<file path="src/rtl/conv_layer_sequencer.sv">
// Per-frame layer sequencer for the super-resolution CNN: walks upsample and conv1..conv5,
// issuing a coefficient load and then an engine run for each layer, with a per-wait watchdog.
module conv_layer_sequencer #(
  parameter int ADDR_WIDTH = 16,
  parameter int TIMEOUT    = 65535,
  parameter int NUM_LAYERS = 6
) (
  input  logic                  clk,
  input  logic                  reset,
  input  logic                  frame_start,
  input  logic                  abort,
  output logic                  frame_busy,
  output logic                  frame_done,
  output logic                  err,
  output logic                  ld_start,
  output logic [ADDR_WIDTH-1:0] ld_wbase,
  output logic [ADDR_WIDTH-1:0] ld_wcount,
  output logic [ADDR_WIDTH-1:0] ld_bbase,
  output logic [ADDR_WIDTH-1:0] ld_bcount,
  input  logic                  ld_done,
  output logic                  eng_start,
  output logic [2:0]            cfg_layer,
  output logic [3:0]            cfg_in_ch,
  output logic [3:0]            cfg_out_ch,
  input  logic                  eng_done,
  output logic [2:0]            dbg_state
);

  // Handshake: ld_start/eng_start are one-cycle command pulses with no back-pressure;
  // ld_done/eng_done are one-cycle completion pulses, honoured only in the matching wait state.

  typedef enum logic [2:0] {
    S_IDLE      = 3'd0,
    S_LOAD_REQ  = 3'd1,
    S_LOAD_WAIT = 3'd2,
    S_RUN_REQ   = 3'd3,
    S_RUN_WAIT  = 3'd4,
    S_ERROR     = 3'd5
  } state_t;

  localparam logic [2:0] LAST_LAYER = 3'(NUM_LAYERS - 1);
  localparam int         CW         = (TIMEOUT < 2) ? 1 : $clog2(TIMEOUT + 1);
  localparam logic [CW-1:0] WD_LIMIT = CW'(TIMEOUT);

  state_t          state, state_n;
  logic [2:0]      layer_n;
  logic            load_cfg;
  logic            frame_done_n;
  logic            err_set, err_clr;
  logic            waiting, timeout;
  logic [CW-1:0]   wd_count;

  logic [3:0]            tbl_in_ch, tbl_out_ch;
  logic [ADDR_WIDTH-1:0] tbl_wbase, tbl_wcount, tbl_bbase, tbl_bcount;

  assign waiting = (state == S_LOAD_WAIT) || (state == S_RUN_WAIT);
  assign timeout = waiting && (wd_count == WD_LIMIT);

  always_comb begin
    state_n      = state;
    layer_n      = cfg_layer;
    load_cfg     = 1'b0;
    frame_done_n = 1'b0;
    err_set      = 1'b0;
    err_clr      = 1'b0;
    unique case (state)
      S_IDLE: begin
        if (frame_start) begin
          state_n  = S_LOAD_REQ;
          layer_n  = 3'd0;
          load_cfg = 1'b1;
          err_clr  = 1'b1;
        end
      end
      S_LOAD_REQ: state_n = S_LOAD_WAIT;
      S_LOAD_WAIT: begin
        if (ld_done) begin
          state_n = S_RUN_REQ;
        end else if (timeout) begin
          state_n = S_ERROR;
          err_set = 1'b1;
        end
      end
      S_RUN_REQ: state_n = S_RUN_WAIT;
      S_RUN_WAIT: begin
        if (eng_done) begin
          if (cfg_layer == LAST_LAYER) begin
            state_n      = S_IDLE;
            frame_done_n = 1'b1;
          end else begin
            state_n  = S_LOAD_REQ;
            layer_n  = cfg_layer + 3'd1;
            load_cfg = 1'b1;
          end
        end else if (timeout) begin
          state_n = S_ERROR;
          err_set = 1'b1;
        end
      end
      S_ERROR: state_n = S_IDLE;
      default: state_n = S_IDLE;
    endcase
    // Abort overrides every transition out of a busy state and leaves err untouched
    if (abort && (state != S_IDLE)) begin
      state_n      = S_IDLE;
      layer_n      = cfg_layer;
      load_cfg     = 1'b0;
      frame_done_n = 1'b0;
      err_set      = 1'b0;
    end
  end

  always_comb begin
    tbl_in_ch  = 4'd0;
    tbl_out_ch = 4'd0;
    tbl_wbase  = '0;
    tbl_wcount = '0;
    tbl_bbase  = '0;
    tbl_bcount = '0;
    unique case (layer_n)
      3'd0: begin
        tbl_in_ch = 4'd3; tbl_out_ch = 4'd12;
        tbl_wbase = ADDR_WIDTH'(0);    tbl_wcount = ADDR_WIDTH'(324);
        tbl_bbase = ADDR_WIDTH'(324);  tbl_bcount = ADDR_WIDTH'(12);
      end
      3'd1: begin
        tbl_in_ch = 4'd3; tbl_out_ch = 4'd9;
        tbl_wbase = ADDR_WIDTH'(336);  tbl_wcount = ADDR_WIDTH'(243);
        tbl_bbase = ADDR_WIDTH'(579);  tbl_bcount = ADDR_WIDTH'(9);
      end
      3'd2: begin
        tbl_in_ch = 4'd9; tbl_out_ch = 4'd9;
        tbl_wbase = ADDR_WIDTH'(588);  tbl_wcount = ADDR_WIDTH'(729);
        tbl_bbase = ADDR_WIDTH'(1317); tbl_bcount = ADDR_WIDTH'(9);
      end
      3'd3: begin
        tbl_in_ch = 4'd9; tbl_out_ch = 4'd9;
        tbl_wbase = ADDR_WIDTH'(1326); tbl_wcount = ADDR_WIDTH'(729);
        tbl_bbase = ADDR_WIDTH'(2055); tbl_bcount = ADDR_WIDTH'(9);
      end
      3'd4: begin
        tbl_in_ch = 4'd9; tbl_out_ch = 4'd9;
        tbl_wbase = ADDR_WIDTH'(2064); tbl_wcount = ADDR_WIDTH'(729);
        tbl_bbase = ADDR_WIDTH'(2793); tbl_bcount = ADDR_WIDTH'(9);
      end
      3'd5: begin
        tbl_in_ch = 4'd9; tbl_out_ch = 4'd3;
        tbl_wbase = ADDR_WIDTH'(2802); tbl_wcount = ADDR_WIDTH'(243);
        tbl_bbase = ADDR_WIDTH'(3045); tbl_bcount = ADDR_WIDTH'(3);
      end
      default: ;
    endcase
  end

  always_ff @(posedge clk or posedge reset) begin
    if (reset) begin
      state      <= S_IDLE;
      frame_done <= 1'b0;
      err        <= 1'b0;
      wd_count   <= '0;
      cfg_layer  <= 3'd0;
      cfg_in_ch  <= 4'd0;
      cfg_out_ch <= 4'd0;
      ld_wbase   <= '0;
      ld_wcount  <= '0;
      ld_bbase   <= '0;
      ld_bcount  <= '0;
    end else begin
      state      <= state_n;
      frame_done <= frame_done_n;
      if (err_clr) begin
        err <= 1'b0;
      end else if (err_set) begin
        err <= 1'b1;
      end
      // Watchdog only runs inside a wait state; any other state rearms it
      if (!waiting) begin
        wd_count <= '0;
      end else if (!timeout) begin
        wd_count <= wd_count + 1'b1;
      end
      if (load_cfg) begin
        cfg_layer  <= layer_n;
        cfg_in_ch  <= tbl_in_ch;
        cfg_out_ch <= tbl_out_ch;
        ld_wbase   <= tbl_wbase;
        ld_wcount  <= tbl_wcount;
        ld_bbase   <= tbl_bbase;
        ld_bcount  <= tbl_bcount;
      end
    end
  end

  assign ld_start   = (state == S_LOAD_REQ);
  assign eng_start  = (state == S_RUN_REQ);
  assign frame_busy = (state == S_LOAD_REQ) || (state == S_LOAD_WAIT) ||
                      (state == S_RUN_REQ)  || (state == S_RUN_WAIT);
  assign dbg_state  = state;

endmodule

</file>
<file path="config.mk">
export PLATFORM = sky130hd
export DESIGN_NAME = conv_layer_sequencer
export DESIGN_NICKNAME = d
export VERILOG_FILES = /design/src/rtl/conv_layer_sequencer.sv
export SDC_FILE = /design/constraint.sdc
export NUM_CORES = 1
export LEC_CHECK = 0
export CORE_MARGIN = 1
export CORE_UTILIZATION = 39
export CTS_CLUSTER_SIZE = 40
export DETAILED_ROUTE_END_ITERATION = 10
export GPL_TIMING_DRIVEN = 0
export PLACE_DENSITY = 0.71
export SYNTH_ARGS = -nofsm -noshare
export SYNTH_HDL_FRONTEND = slang
export SYNTH_SLANG_ARGS = --single-unit
</file>
<file path="constraint.sdc">
create_clock -name clk -period 2.7 [get_ports clk]
set_input_delay 0.54 -clock clk [delete_from_list [all_inputs] [get_ports clk]]
set_output_delay 0.54 -clock clk [all_outputs]
set_load 0.05 [all_outputs]
</file>
# == Word level (Yosys, flattened, before mapping) ==
# Cells that the tools add are included.
# classes
addsub,2
n_eq_ne,13
muxes,37
reduce_logical,15
# ops
operator,n
12-bit case mux with 6 select lines,1
12-bit case mux with 5 select lines,1
16-bit 2-to-1 mux,2
10-bit case mux with 3 select lines,1
3-bit 2-to-1 mux,9
4-bit case mux with 3 select lines,2
16-bit by 1-bit adder with 16-bit output (second input constant),1
16-bit equality test (second input constant),1
1-bit 2-to-1 mux,16
3-bit case mux with 5 select lines,1
3-bit by 2-bit equality test with 1-bit output (second input constant),4
3-bit equality test (second input constant),4
4-bit case mux with 2 select lines,1
4-bit OR reduction,2
3-bit by 1-bit equality test with 1-bit output (second input constant),2
3-bit logical NOT,2
3-bit case mux with 2 select lines,1
1-bit logical OR,4
1-bit case mux with 2 select lines,2
2-bit OR reduction,2
3-bit by 1-bit adder with 3-bit output (second input constant),1
3-bit != test (second input constant),1
3-bit nonzero test,1
3-bit OR reduction,1
other kinds (3),4
# word_totals
register_bits,96
output_inout_bits,83
wordCells,78

# == Logic depth before layout (Yosys ltp) ==
# Gate-level depths: netlist of the first run.
# depth
ltp_word,9
depth_mapped,10
mapped_depth_nobuf,8

# == Worst setup path before layout of the first run ==
# OpenSTA, ideal clock, no wires.
# synth_timing
path_kind,reg2reg
from,"reg state[1], in the netlist dbg_state[1]"
to,reg ld_wcount[3]
setup_time_ns,0.077
t_arrival_ns,2.518
required_time_ns,2.623
path_slack_ns,0.105
stages_incl_launch_ff,10
period_less_slack_ns,2.595
path_cell_list,dfrtp_1 buf_6 or4b_4 buf_6 or3_1 and2_1 buf_6 clkinv_8 mux2_1 o21ai_1
# synth_between
elab_chain_len,6
word_cells_on_any_way,17
classes_between,eq/ne (6); mux (5); reduce/logical (6)
# synth_rtl
item,line,rtl
from (decl),45,"state_t state, state_n;"
from (signal assigned),169,state <= state_n;
"3-bit equality test, or another cell as far along",66,unique case (state)
3-bit case mux with 2 select lines / 1-bit logical AND (equally long branches),"66, 104",
3-bit 2-to-1 mux,104,if (abort && (state != S_IDLE)) begin
"3-bit equality test, or another cell as far along",120,unique case (layer_n)
3-bit OR reduction (no source line) / 2-bit OR reduction (equally long branches),--,
10-bit case mux with 3 select lines,120,
to (signal assigned),187,ld_wcount <= tbl_wcount;
to (decl),17,"output logic [ADDR_WIDTH-1:0] ld_wcount,"
# Parallel ways exist; a longest one is shown, timed or not.
# A chain may end at the register's enable or synchronous reset.

# == Worst setup path after layout of the first run ==
# layout_timing
from,in eng_done
to,reg cfg_out_ch[2]
# layout_between
elab_chain_len,6
word_cells_on_any_way,14
classes_between,eq/ne (5); mux (7); reduce/logical (2)
# layout_rtl
item,line,rtl
from (decl),25,"input logic eng_done,"
3-bit 2-to-1 mux,86,if (eng_done) begin
3-bit case mux with 2 select lines,66,
3-bit 2-to-1 mux,104,
"3-bit equality test, or another cell as far along",120,
4-bit OR reduction (no source line),--,
4-bit case mux with 3 select lines,120,
to (signal assigned),185,cfg_out_ch <= tbl_out_ch;
to (decl),24,"output logic [3:0] cfg_out_ch,"
# Parallel ways exist; a longest one is shown, timed or not.

==> flow_summary.toml, run 1 <==
[floorplanning]
die_area_um2 = 7900
die_h_um = 88.9
core_area_um2 = 7290
die_width_um = 88.9
start_util_pct = 40.4
io_pins = 89
num_rows = 31

[critical_path]
critical_path_class = "in2reg"
r2r_start = "dbg_state[1]$_DFFE_PP0P_"
cp.arrival_ps = 2720
reg2reg_to = "ld_wcount[3]$_DFFE_PP0P_"
crit_required_ps = 2920
crit_path_max_fanout = 10
reg2reg_depth = 9
crit_path_start_kind = "input pin"
cp-end-kind = "register"
rrSetupSlack_ps = 250

[layout]
drive_gt1_share_pct = 18.5
syn_to_final_growth_pct = 32.2
final_nets = 409
finalNonFillerCells = 500
antenna_cells = 0

[timing]
setup_tns_ps = 0
relSlewSlack_pct = 48.7
timing.clock.skew_ps = 13.1
rsz0062_at_grt = "no"
final_hold_viol_count = 0
setup_viol = 0
worstMarginPinSlew_ps = 763
fin_crit_sh_pct = 92.4
drv_slew = 0
layout_min_cycle_time_ps = 2490
fmax_mhz = 401

[synth]
synthCells = 305
synth_edf_count = 0
yosys.area.top_type = "dfrtp_1"
syn_avg_cell_area_um2 = 9.65
yosys_warnings = 0
synthTopCellsByArea = "dfrtp_1 46%, buf_4 11%, nor2_1 4.3%, xnor2_1 3.0%, nand2_1 2.8%"
synthesis.area_um2 = 2940
synth.distinct_cells = 56
postSynth.asyncResetShare_pct = 100
synth-seq-area-share_pct = 45.9
ys_ff_latch = 54
synth_top_area_share_pct = 45.9
synthFlopType = "dfrtp_1"

[clocking]
cts-buffers-inserted = 5
postCtsSetupRepairBufs = 0
cts_tree = "yes"
clock-sinks = 54
cts_root_buf = "clkbuf_8"
clk_latency_ps = 320
cts.path.max_buffers = 2
cts.clk_slew.worst_paths_ps = 110
cts.htree.levels = 2
postCtsHoldBufs = 0

[pwr]
power_mw = 3.00
power_leakage_nw = 1.74
seqPwrFrac_pct = 33.2
internal_power_mw = 1.62
power.switching_mw = 1.38
power_density_nw_per_um2 = 771
vdd_drop_max_mv = 0.256
clkPwrFrac_pct = 16.3
p_sw_share_pct = 46.1
p_comb_share_pct = 50.5

[routing]
routed-via-count = 2367
drc_errors = 0
routed_wl_mm = 6.24
first_pass_iters = 4
ant_nets = 0
vias_per_cell = 4.73
wl_per_cell_um = 12.5
first_iter_violations = 97

[outcome]
status = "completed"

[grt]
grt_max_degree = 40
grt_pass1_vias = 2137
grt_use_total_pct = 16.8
overflow = 0
grt_pass1_wl_mm = 10.1
antenna_found_initial = 0

[placed_design]
port_buffers = 59
dp_cells = 492
gp_congestion = 0.754
hpwl_mm = 4.76

[run]
maxCapViolCount = 0

[hold_path]
hold_path.startpoint = "ld_wbase[7]$_DFFE_PP0P_"
hold_depth = 1
min-delay-path-class = "reg2reg"
holdPathEnd = "ld_wbase[7]$_DFFE_PP0P_"
[metrics by stage]
step | hold WS [ps] | area (um2) | setup slack (ps) | util (%)
floorplan | 510 | 3050 | 105 | -
global placement | 463 | 3760 | -367 | 51.6
detailed placement | 470 | 3780 | -460 | 51.9
CTS | 493 | 3880 | 21.8 | 53.2
global route | 519 | 3890 | 25.5 | 53.3
finish | 488 | 3890 | 205 | 53.3
[synth_stat cells (3+ instances only)]
master / n
o31ai_1: 4
o21ai_0: 7
dfrtp_1: 54
o21ai_1: 4
buf_6: 3
nand4_1: 3
nand2b_1: 6
and3_1: 6
a31oi_1: 5
a21oi_1: 8
ha_1: 3
nand3_1: 11
xnor2_1: 10
nor3_1: 8
and2_1: 4
xor2_1: 3
o21a_1: 7
inv_1: 6
nor2_1: 34
clkbuf_1: 9
a21o_1: 5
buf_4: 42
nand2_1: 22
a211oi_1: 6
[state kept, by name, indices dropped and copies added, names as in the netlist]
| signal | count |
|---|---|
| ld_bbase | 11 |
| wd_count | 16 |
| cfg_in_ch | 3 |
| err | 1 |
| cfg_layer | 3 |
| ld_wbase | 7 |
| ld_wcount | 5 |
| cfg_out_ch | 4 |
| frame_done | 1 |
| dbg_state | 3 |
[power by group through the flow]
| stage | logic (mW) | clock network [mW] | registers [mW] |
|---|---|---|---|
| final | 1.51 | 0.489 | 0.995 |
| after CTS | 1.52 | 0.503 | 0.998 |
| after global routing | 1.61 | 0.534 | 1.01 |
| after floorplan | 0.740 | 0 | 1.36 |
| after global placement | 1.50 | 0 | 1.01 |
| after detailed placement | 1.52 | 0 | 1.01 |
[area by class of cell]
class	count	area, um2
Clock buffer	5	68.8
Sequential cell	54	1350
Multi-Input combinational cell	215	1250
Inverter	8	42.5
Timing Repair Buffer	60	611
Fill cell	711	3400
Tap cell	99	124
Clock inverter	3	28.8
Buffer	56	413
[routing by layer]
layer  routed length [um]  global-route usage (%)  up-vias
met4                   65                    4.40        0
met2                 3200                    31.2       56
met3                  276                    3.08        7
met1                 2700                    19.8     1131
met5                    0                       0        -
li1                     -                       -     1173
[cell families (layout without fill, tap and decap cells)]
group / Yosys count / in the layout / synth area share [%]
DFF: 54 / 54 / 45.9
AOI/OAI and AO/OA: 61 / 61 / 14.5
xor gates and xnor gates: 13 / 13 / 3.87
other: 1 / 29 / 0.127
and+or+nand+nor: 105 / 105 / 17.3
adders and majority gates: 3 / 3 / 1.28
buffers and inverters: 64 / 132 / 15.3
muxes: 4 / 4 / 1.62
[timing repair]
action / in CTS / in global routing
cloned: 0 / 0
setup endpoints to repair: 19 / 19
gates resized for setup: 4 / 7
[worst max-delay path, stage by stage]
cell	delay, ps
clkdlybuf4s50_1	600
a21bo_2	250
clkbuf_1	190
nor3b_1	320
o21ai_1	140
clkbuf_2	230
clkbuf_2	230
a21o_1	210
[placed cells by master (no fill, tap or decap), types with 6 or more instances in the layout]
cell type,instances
a211oi_1,6
a21oi_1,8
and3_1,6
buf_4,42
clkdlybuf4s50_1,56
conb_1,29
dfrtp_1,54
nand2_1,22
nand2b_1,6
nand3_1,11
nor2_1,34
nor3_1,7
o21a_1,7
o21ai_0,6
xnor2_1,10
[how the worst max path moves through the flow]
stage	end	depth (start not counted)	start
final	cfg_out_ch[2]$_DFFE_PP0P_	8	eng_done
after global routing	ld_bbase[3]$_DFFE_PP0P_	9	eng_done
after CTS	frame_busy	4	dbg_state[0]$_DFFE_PP0P_
after detailed placement	ld_wbase[10]$_DFFE_PP0P_	8	eng_done
after global placement	ld_wbase[10]$_DFFE_PP0P_	8	eng_done
after floorplan	ld_wcount[3]$_DFFE_PP0P_	9	dbg_state[1]$_DFFE_PP0P_
No activity file was read; power rests on OpenSTA's default activity.
==> run 2, diff against run 1 <==
--- a/config.mk
+++ b/config.mk
@@ -5,12 +5,13 @@
 export SDC_FILE = /design/constraint.sdc
 export NUM_CORES = 1
 export LEC_CHECK = 0
-export CORE_MARGIN = 1
-export CORE_UTILIZATION = 39
+export CELL_PAD_IN_SITES_DETAIL_PLACEMENT = 1
+export CELL_PAD_IN_SITES_GLOBAL_PLACEMENT = 1
+export CORE_UTILIZATION = 35
 export CTS_CLUSTER_SIZE = 40
 export DETAILED_ROUTE_END_ITERATION = 10
 export GPL_TIMING_DRIVEN = 0
-export PLACE_DENSITY = 0.71
+export PLACE_DENSITY = 0.83
 export SYNTH_ARGS = -nofsm -noshare
 export SYNTH_HDL_FRONTEND = slang
 export SYNTH_SLANG_ARGS = --single-unit
==> flow_summary.toml, run 2 (same netlist as run 1, synthesis figures left out) <==
[critical_path]
cp.arrival_ps = 2780
rrSetupSlack_ps = 210
crit_path_start_kind = "input pin"
crit_chain = "clkdlybuf4s50_1 -> a21bo_2 -> clkbuf_1 -> nor3b_1 -> o21ai_1 -> clkbuf_2 -> clkbuf_2 -> a21o_1"
cp-end-kind = "register"
crit_required_ps = 2920
reg2reg_depth = 9
cp_top_family = "buffers and inverters"
r2r_start = "dbg_state[0]$_DFFE_PP0P_"
path_depth = 8
critPathLaunch = "eng_done"
reg2reg_to = "ld_wcount[3]$_DFFE_PP0P_"
critPathBufInv = 4
crit_path_max_fanout = 10
worst_path_most_repeated_cell = "clkbuf_2"
critical_path_class = "in2reg"
critPathSlowestCell = "clkdlybuf4s50_1"
cp-endpoint = "ld_wcount[8]$_DFFE_PP0P_"
critPathMaxStageDelay_ps = 590

[layout]
regMostFlops = "wd_count"
final_nets = 409
finalNonFillerCells = 506
fill_cells = 964
top_regs = "wd_count: 16 flops, ld_bbase: 11 flops, ld_wbase: 7 flops"
post-route-util_pct = 47.9
final_cell_mix = "56 x clkdlybuf4s50_1, 54 x dfrtp_1, 42 x buf_4, 34 x nor2_1, 29 x conb_1"
final_common_cell = "clkdlybuf4s50_1"
syn_to_final_growth_pct = 33.0
drive_gt1_share_pct = 18.5
largest_reg_flops = 16
antenna_cells = 0

[placed_design]
gp_congestion = 0.821
hpwl_mm = 5.43
port_buffers = 59
dpl_worst_slack_ps = -544
dp_cells = 498

[timing]
fin_crit_sh_pct = 94.5
relSlewSlack_pct = 45.6
timing.final.ws_setup_ps = 147
timing.clock.skew_ps = 5.72
final_hold_viol_count = 0
drv_slew = 0
hold_ws_ps = 491
rsz0062_at_grt = "no"
worstMarginPinSlew_ps = 810
fmax_mhz = 392
layout_min_cycle_time_ps = 2550
setup_viol = 0

[routing]
drc_errors = 0
first_iter_violations = 67
routed_wl_mm = 7.04
first_pass_iters = 4
vias_per_cell = 4.71
ant_nets = 0
routed-via-count = 2383
wl_per_cell_um = 13.9

[clocking]
clock-sinks = 54
clk_latency_ps = 320
cts_tree = "yes"
cts.clk_slew.worst_paths_ps = 100
cts-buffers-inserted = 5
cts_root_buf = "clkbuf_8"
postCtsHoldBufs = 0
cts.htree.levels = 2
cts.path.max_buffers = 2

[pwr]
power_density_nw_per_um2 = 791
power_leakage_nw = 1.74
power_mw = 3.10
vdd_drop_max_mv = 0.297

[grt]
overflow = 0
grt_pass1_vias = 2431
grt_pass1_wl_mm = 11.7
antenna_found_initial = 0
grt_max_degree = 30
grt_use_total_pct = 17.1

[outcome]
status = "completed"

[floorplanning]
die_area_um2 = 8780
start_util_pct = 36.0
num_rows = 33
io_pins = 89
die_width_um = 93.7
die_h_um = 93.7
core_area_um2 = 8180

[run]
maxCapViolCount = 0

[hold_path]
min-delay-path-class = "reg2reg"
run 2: cell count changes in the layout (fill, tap and decap cells not counted):
cell / change
inv_8: -1
dlygate4sd2_1: +1
dlymetal6s2s_1: -1
bufinv_16: +1
run 2: timing repair:
| action | 4_1_cts | 5_1_grt |
|---|---|---|
| pin swaps | 0 | 0 |
| resized for setup | 6 | 4 |
| buffers inserted | 0 | 0 |
| gates cloned | 0 | 0 |
| endpoints found under the setup margin | 25 | 21 |
run 2: layer usage:
metal / track usage, % / vias to the layer above / routed length, um
met5: 0 / - / 0
met4: 6.15 / 0 / 82
met3: 2.75 / 9 / 225
met2: 32.1 / 52 / 3800
met1: 19.4 / 1160 / 2930
li1: - / 1162 / -
run 2: worst min-delay path by stage:
stage	start	to	slack, ps	cells past startpoint
2_1_floorplan	wd_count[7]$_DFFE_PP0P_	wd_count[7]$_DFFE_PP0P_	510	2
3_3_place_gp	ld_wbase[7]$_DFFE_PP0P_	ld_wbase[7]$_DFFE_PP0P_	470	1
3_5_place_dp	ld_wbase[7]$_DFFE_PP0P_	ld_wbase[7]$_DFFE_PP0P_	470	1
4_1_cts	ld_wbase[7]$_DFFE_PP0P_	ld_wbase[7]$_DFFE_PP0P_	500	1
5_1_grt	ld_wbase[7]$_DFFE_PP0P_	ld_wbase[7]$_DFFE_PP0P_	530	1
6_report	ld_wbase[7]$_DFFE_PP0P_	ld_wbase[7]$_DFFE_PP0P_	490	1
run 2: power breakdown:
| part | total (mW) | leakage [nW] | switching, mW | internal, mW |
|---|---|---|---|---|
| sequential | 1.00 | 0.702 | 0.0848 | 0.917 |
| clock | 0.573 | 0.0587 | 0.291 | 0.282 |
| combinational | 1.52 | 0.975 | 1.02 | 0.498 |
| total | 3.10 | 1.74 | 1.40 | 1.70 |
run 2: layout make-up:
class                   instances  area, um2  area share, %
plain buffers                  56        413           10.6
clock buffers                   5       68.8           1.76
clock inverters                 3       47.5           1.22
inverters                       8       42.5           1.09
multi-input cells             215       1250           32.0
flip-flops and latches         54       1350           34.5
well taps                     105        131           3.36
repair buffers                 60        607           15.5
run 2: through the flow:
step / area [um2] / setup TNS, ps
CTS: 3910 / 0
detailed placement: 3790 / -12530
finish: 3910 / 0
global placement: 3770 / -19310
floorplan: 3050 / 0
global route: 3910 / 0
